`src/rtl/banked_regfile.sv`:
```
// General register file with per-interrupt-level banks of r0-r7, shared scratch/ISR registers,
// a hardware-managed stack pointer and optional same-cycle write-to-read forwarding.
module banked_regfile #(
  parameter int unsigned DATA_W     = 16,
  parameter int unsigned NUM_BANKS  = 2,
  parameter int unsigned READ_PORTS = 3,
  parameter int unsigned SP_RESET   = 32'hBFFF,
  parameter int unsigned SP_STRIDE  = 1,
  parameter bit          BYPASS     = 1'b1,
  localparam int unsigned BankW     = (NUM_BANKS > 1) ? $clog2(NUM_BANKS) : 1
) (
  input  logic                         clock,
  input  logic                         reset,
  input  logic [4*READ_PORTS-1:0]      read_addr,
  output logic [DATA_W*READ_PORTS-1:0] read_data,
  input  logic [3:0]                   write_addr,
  input  logic [DATA_W-1:0]            write_data,
  input  logic                         write_en,
  input  logic                         sp_inc,
  input  logic                         sp_dec,
  input  logic                         irq_enter,
  input  logic                         irq_exit,
  input  logic [DATA_W-1:0]            SR,
  input  logic [DATA_W-1:0]            PC,
  output logic [DATA_W-1:0]            sp,
  output logic [BankW-1:0]             active_bank,
  output logic                         bank_overflow,
  output logic                         bank_underflow,
  input  logic                         flag_clear
);

  localparam logic [DATA_W-1:0] SpReset  = DATA_W'(SP_RESET);
  localparam logic [DATA_W-1:0] SpStride = DATA_W'(SP_STRIDE);
  localparam logic [BankW-1:0]  TopBank  = BankW'(NUM_BANKS - 1);

  logic [DATA_W-1:0] gpr_q [NUM_BANKS][8];
  logic [DATA_W-1:0] scratch_q [4];
  logic [DATA_W-1:0] isr_q;
  logic [DATA_W-1:0] sp_q, sp_d;
  logic [BankW-1:0]  bank_q, bank_d;
  logic              ovf_q, ovf_d;
  logic              unf_q, unf_d;
  logic              sp_wr;

  // Banked writes use bank_q, i.e. the bank active in the write cycle.
  always_ff @(posedge clock or negedge reset) begin
    if (!reset) begin
      for (int b = 0; b < int'(NUM_BANKS); b++) begin
        for (int r = 0; r < 8; r++) begin
          gpr_q[b][r] <= '0;
        end
      end
      for (int s = 0; s < 4; s++) begin
        scratch_q[s] <= '0;
      end
      isr_q <= '0;
    end else if (write_en) begin
      if (!write_addr[3]) begin
        gpr_q[bank_q][write_addr[2:0]] <= write_data;
      end else if (!write_addr[2]) begin
        scratch_q[write_addr[1:0]] <= write_data;
      end else if (write_addr[1:0] == 2'b00) begin
        isr_q <= write_data;
      end
    end
  end

  always_comb begin
    sp_d  = sp_q;
    sp_wr = write_en && (write_addr == 4'hD);
    if (sp_wr) begin
      sp_d = write_data;
    end else if (sp_inc && !sp_dec) begin
      sp_d = sp_q + SpStride;
    end else if (sp_dec && !sp_inc) begin
      sp_d = sp_q - SpStride;
    end
  end

  always_comb begin
    bank_d = bank_q;
    ovf_d  = ovf_q;
    unf_d  = unf_q;
    if (irq_enter && !irq_exit) begin
      if (bank_q == TopBank) begin
        ovf_d = 1'b1;
      end else begin
        bank_d = bank_q + 1'b1;
      end
    end else if (irq_exit && !irq_enter) begin
      if (bank_q == '0) begin
        unf_d = 1'b1;
      end else begin
        bank_d = bank_q - 1'b1;
      end
    end
    if (flag_clear) begin
      ovf_d = 1'b0;
      unf_d = 1'b0;
    end
  end

  always_ff @(posedge clock or negedge reset) begin
    if (!reset) begin
      sp_q   <= SpReset;
      bank_q <= '0;
      ovf_q  <= 1'b0;
      unf_q  <= 1'b0;
    end else begin
      sp_q   <= sp_d;
      bank_q <= bank_d;
      ovf_q  <= ovf_d;
      unf_q  <= unf_d;
    end
  end

  always_comb begin
    logic [3:0]        ra;
    logic [DATA_W-1:0] rv;
    read_data = '0;
    for (int i = 0; i < int'(READ_PORTS); i++) begin
      ra = read_addr[4*i +: 4];
      rv = '0;
      if (!ra[3]) begin
        rv = gpr_q[bank_q][ra[2:0]];
      end else if (!ra[2]) begin
        rv = scratch_q[ra[1:0]];
      end else begin
        case (ra[1:0])
          2'b00:   rv = isr_q;
          2'b01:   rv = sp_q;
          2'b10:   rv = SR;
          default: rv = PC;
        endcase
      end
      // A write to D always wins SP priority, so only E/F need excluding here.
      if (BYPASS && write_en && (ra == write_addr) && (ra[3:1] != 3'b111)) begin
        rv = write_data;
      end
      read_data[DATA_W*i +: DATA_W] = rv;
    end
  end

  assign sp             = sp_q;
  assign active_bank    = bank_q;
  assign bank_overflow  = ovf_q;
  assign bank_underflow = unf_q;

endmodule

```
`config.mk`:
```
export PLATFORM = sky130hd
export DESIGN_NAME = banked_regfile
export DESIGN_NICKNAME = d
export VERILOG_FILES = /design/src/rtl/banked_regfile.sv
export SDC_FILE = /design/constraint.sdc
export NUM_CORES = 1
export LEC_CHECK = 0
export CAP_MARGIN = 10
export CORE_UTILIZATION = 55
export DETAILED_ROUTE_END_ITERATION = 6
export HOLD_SLACK_MARGIN = 0.05
export MAX_ROUTING_LAYER = met4
export PLACE_DENSITY = 0.83
export SLEW_MARGIN = 20
export SYNTH_ARGS = -nofsm -noshare
export SYNTH_HDL_FRONTEND = slang
export SYNTH_SLANG_ARGS = --single-unit
```
`constraint.sdc`:
```
create_clock -name clock -period 4.05 [get_ports clock]
set_input_delay 0.81 -clock clock [delete_from_list [all_inputs] [get_ports clock]]
set_output_delay 0.81 -clock clock [all_outputs]
set_load 0.02 [all_outputs]
```
======== Yosys cells after proc, flatten, opt, wreduce, memory -nomap -nowiden ========
Index checks and enable logic that the tools add are counted.
operators by class
  add/subtract/negate cells ............... 4
  multiplexer cells ....................... 55
  bitwise gates (word level) .............. 11
  reduce and logical (&&, ||, !) cells .... 32
  order comparisons ....................... 12
  equality and inequality tests ........... 15
operator list
  kind                                                                    number
  128-bit 2-to-1 mux                                                      4
  16-bit 2-to-1 mux                                                       26
  256-bit bitwise mux                                                     1
  16-bit binary-select mux with 3-bit select                              3
  16-bit one-hot mux with 3 select lines                                  3
  128-bit demux with 1-bit select                                         1
  16-bit binary-select mux with 2-bit select                              3
  64-bit bitwise mux                                                      1
  16-bit demux with 3-bit select                                          1
  16-bit demux with 2-bit select                                          1
  16-bit by 1-bit adder with 16-bit output (second input constant)        1
  4-bit >= comparator (second input constant)                             4
  3-bit NOT with 4-bit output                                             4
  16-bit by 1-bit subtractor with 16-bit output (second input constant)   1
  1-bit logical AND                                                       14
  4-bit equality test                                                     3
  3-bit >= comparator (second input constant)                             4
  2-bit NOT with 3-bit output                                             4
  1-bit 2-to-1 mux                                                        11
  3-bit != test (second input constant)                                   3
  2-bit logical NOT                                                       4
  2-bit nonzero test                                                      4
  2-bit by 1-bit equality test with 1-bit output (second input constant)  3
  2-bit equality test (second input constant)                             3
  15 further kinds                                                        22
word-level totals
  logic and storage cells ................. 154
  bits in registers ....................... 355
  output and inout bits ................... 67
  input port bits ......................... 72

======== Logic depth before layout (Yosys ltp) ========
  word-level depth ........................ 9
  depth in mapped cells ................... 10
  depth with buffers taken out ............ 9

======== Worst setup path before layout ========
No wires, ideal clock.
  path type ............................... input-to-output
  start ................................... input read_addr[4]
  end ..................................... output read_data[25]
  data arrival time ....................... 2.429 ns
  stages on the path ...................... 8
  buffers on the path ..................... 4
  slack ................................... 0.811 ns
  path through ............................ buf_4 -> buf_4 -> buf_2 -> buf_6 -> mux2i_1 -> o21ai_0 -> mux2i_1 -> o21ai_0
on the way
  word-level cells in the longest chain between the ends .. 7
  elaborated cells between the ends (all ways) .. 18
ends and longest elaborated chain
  element                                                line  RTL
  start, declared                                        14    input logic [4*READ_PORTS-1:0] read_addr,
  2-bit NOT with 3-bit output (not written as such)      127   rv = scratch_q[ra[1:0]];
  16-bit binary-select mux with 2-bit select             127
  16-bit 2-to-1 mux (not written as such) (2 in series)  127
  16-bit 2-to-1 mux                                      126   end else if (!ra[2]) begin
  16-bit 2-to-1 mux                                      124   if (!ra[3]) begin
  16-bit 2-to-1 mux (*)                                  137   if (BYPASS && write_en && (ra == write_addr) && (ra[3:1] != 3'b111)) begin
  end, declared                                          15    output logic [DATA_W*READ_PORTS-1:0] read_data,
Every way passes the cells marked *; elsewhere a longest branch is shown, timed or not. The select of a mux whose other input is x is not followed.

======== Worst setup path in the final report ========
  start ................................... register bank_q, in the netlist active_bank
  end ..................................... output read_data[24]
on the way
  word-level cells in the longest chain between the ends .. 9
ends and longest elaborated chain
  element                                                 line  RTL
  start, declared                                         40    logic [BankW-1:0] bank_q, bank_d;
  start signal, assigned                                  111   bank_q <= bank_d;
  1-bit NOT with 2-bit output (not written as such)       125   rv = gpr_q[bank_q][ra[2:0]];
  128-bit 2-to-1 mux (not written as such) (3 in series)  125
  16-bit binary-select mux with 3-bit select              125
  16-bit 2-to-1 mux (not written as such) (2 in series)   125
  16-bit 2-to-1 mux                                       124
  16-bit 2-to-1 mux                                       137
Every way passes these cells. The select of a mux whose other input is x is not followed.

==> flow_metrics.tcl <==
set metrics [dict create \
    fp.dieW_um 208 \
    hold_viol 0 \
    critPathMaxFanout 10 \
    critical_path_class "reg -> out" \
    r2r_slack_ns 1.51 \
    die-area_mm2 0.0434 \
    maxCapViolCount 0 \
    period_share_pct 102 \
    status "complete, but fails checks" \
    cts_buffers 39 \
    ys_seq_area_share_pct 38.0 \
    antenna_found_initial 0 \
    antenna_cells 0 \
    yosys.area.top_type "dfrtp_1" \
    rsz0062_at_grt "yes" \
    syn_avg_cell_area_um2 13.1 \
    grt_pass1_vias 17700 \
    synth-simple-area-share_pct 5.21 \
    final_antenna_net_count 0 \
    io_pins 139 \
    synth_compound_area_share_pct 4.86 \
    grt_usage_pct 33.1 \
    drt-pass1-iter-count 7 \
    netlist_area_mm2 0.0234 \
    clock_sinks 355 \
    cts-root-buf "clkbuf_16" \
    ys_seq_elements 355 \
    total_power_mw 14.1 \
    synth_top_area_share_pct 36.3 \
    crit_buf_inv 2 \
    die_y_um 208 \
    layout.cells.non_filler 2485 \
    design_area_mm2 0.0273 \
    synthCells 1793 \
    r2r_start "sp[0]$_DFFE_PN1P_" \
    multi_input_area_mm2 0.0137 \
    cts_tree "done" \
    wirelength_um 69000 \
    synthAdderAreaFrac_pct 1.05 \
    tightest_slew_ns 0.893 \
    drv_slew 0 \
    min_period_ns 4.12 \
    grt_max_degree 98 \
    final_nets 2008 \
    cp.depth 8 \
    critical_path_arrival_ns 3.31 \
    hp-class "in -> async" \
    fillerInstances 2900 \
    yosysUniqueCellTypes 54 \
    holdBufCountCts 0 \
    place_area_mm2 0.0258 \
    p_leak_nw 11.5 \
    dominantRegCellSynth "dfrtp_1" \
    vias 17100 \
    synth-xor-area-share_pct 0.673 \
    setup_viol_count_final 3 \
    wl_met3_um 7350 \
    rr_worst_depth 8 \
    cp-startpoint "active_bank$_DFFE_PN0P_" \
    wl_met1_um 26300 \
    crit_end "read_data[24]" \
    post_drt_wl_per_cell_um 27.8 \
    violations "negative setup slack" \
    cp_top_family "multiplexers" \
    pwr_density_cell_mw_per_mm2 516 \
    grt-ovfl-total 0 \
    endpoint_kind "output pin" \
    drt-initial-drc-count 1608 \
    dp.cells 2412 \
    slowest_stage "clkdlybuf4s50_1" \
    drcViolationCount 0 \
    cts_max_level 2 \
    yosysWarnings 0 \
    ir_worst_vdd_mv 0.329 \
    path_cells "buf_4 -> mux2i_1 -> mux4_2 -> nor2_1 -> a21oi_1 -> o21ai_1 -> mux2_2 -> clkdlybuf4s50_1" \
    gp_congestion 0.947 \
    cts_max_path_buffers 3 \
    fin_ws_ns -0.0716 \
    cp_slowest_stage_delay_ns 0.60 \
    fmax_mhz 243 \
    mappedNetlistNets 1884 \
    rows 75 \
    finalClockSkew_ns 0.0109 \
    clkLatencyLatePin_ns 0.54 \
    tns_ns -0.0879 \
    drive_gt1_share_pct 43.4 \
    yosys-top-cells-area "dfrtp_1 (36%), mux4_2 (23%), mux2_2 (17%)" \
    portBuffers 138 \
    synth_edf_count 0 \
    synth_top_family_by_area "multiplexers" \
    worstPathRequired_ns 3.24 \
    hpwlAfterDp_um 47200 \
    route.met2.wl_um 32700 \
    synth_common_cells "mux2_2 (361), dfrtp_1 (340), mux4_2 (241)" \
    start_util_pct 55.8 \
    area_growth_pct 16.6 \
    core_mm2 0.0419 \
    reg2reg_to "sp[12]$_DFFE_PN1P_" \
    vias_per_cell 6.87 \
    synth.most_common_cell "mux2_2" \
    seq_area_mm2 0.00891 \
    synthArstFlopShare_pct 100 \
    muxShareOfSynthArea_pct 46.3 \
    path_clk_slew_ns 0.06 \
    startpoint_type "flop" \
    top_layer "met4" \
    grt_pass1_wl_um 105000 \
    slew_headroom_pct 40.3 \
]
==> metrics by stage <==
stage / setup WS (ns) / utilization, % / hold slack (ns)
floorplan: 0.811 / - / 0.479
global placement: 0.118 / 61.5 / 0.486
detailed placement: 0.0832 / 61.5 / 0.492
CTS: -0.0161 / 64.8 / 0.217
global route: -0.115 / 65.1 / 0.238
finish: -0.0716 / 65.1 / 0.218
==> final cells by class <==
| class | count | share of cell area, % |
|---|---|---|
| clock buffers | 52 | 4.09 |
| clock inverters | 18 | 0.756 |
| inverters | 9 | 0.124 |
| multi-input cells | 1259 | 50.1 |
| flip-flops and latches | 355 | 32.6 |
| well taps | 539 | 2.47 |
| repair buffers | 253 | 9.85 |
==> routing by layer <==
layer  up-vias  GRT usage [%]
li1       7104              -
met1      8749           43.5
met2      1037           50.0
met3       187           7.97
met4         0           13.1
met5         -              -
==> flip-flops by register name (all words and copies together), names as in the netlist <==
register,count
gpr_q,256
isr_q,16
active_bank,1
bank_overflow,1
scratch_q,64
sp,16
bank_underflow,1
==> where the power goes <==
part	leakage, nW	total, mW	switching [mW]	internal (mW)
Combinational	6.39	5.11	2.32	2.79
Clock	0.641	3.70	1.50	2.20
Sequential	4.47	5.28	0.844	4.43
==> layout by cell type, fill, tap and decap left out, types with 16 or more instances in the layout <==
| cell | Yosys | final |
|---|---|---|
| mux4_2 | 241 | 241 |
| nor2_1 | 59 | 56 |
| ha_1 | 18 | 18 |
| nand2_1 | 144 | 144 |
| buf_12 | 0 | 29 |
| o21ai_1 | 50 | 53 |
| mux2i_1 | 134 | 119 |
| dlymetal6s2s_1 | 0 | 17 |
| buf_4 | 38 | 86 |
| dfrtp_1 | 340 | 339 |
| xnor2_1 | 16 | 16 |
| o21ai_0 | 85 | 79 |
| dlygate4sd2_1 | 0 | 21 |
| clkdlybuf4s50_1 | 0 | 90 |
| clkbuf_16 | 0 | 42 |
| mux2_2 | 361 | 361 |
| a21oi_1 | 48 | 46 |
==> cell families after synthesis <==
family / count (synthesis)
muxes: 736
adders and majority gates: 19
buffers and inverters: 179
AOI/OAI and AO/OA: 212
DFF: 355
and+or+nand+nor: 274
xor gates and xnor gates: 18
==> how the worst min path moves through the flow <==
| stage | to | slack, ns | from | cells after the start |
|---|---|---|---|---|
| after floorplan | gpr_q[210]$_DFFE_PN0P_ | 0.48 | gpr_q[210]$_DFFE_PN0P_ | 1 |
| after global placement | gpr_q[230]$_DFFE_PN0P_ | 0.49 | gpr_q[230]$_DFFE_PN0P_ | 1 |
| after detailed placement | gpr_q[238]$_DFFE_PN0P_ | 0.49 | gpr_q[238]$_DFFE_PN0P_ | 1 |
| after CTS | gpr_q[97]$_DFFE_PN0P_ | 0.22 | reset | 1 |
| after global routing | gpr_q[113]$_DFFE_PN0P_ | 0.24 | reset | 1 |
| final | gpr_q[113]$_DFFE_PN0P_ | 0.22 | reset | 1 |
==> repair_timing <==
action | in CTS | in global routing
buffers inserted | 0 | 1
pin swaps | 0 | 0
endpoints found under the hold margin | 0 | 0
setup endpoints to repair | 33 | 29
gates cloned | 1 | 1
gates resized for setup | 38 | 30
(Power assumes the default switching activity.)
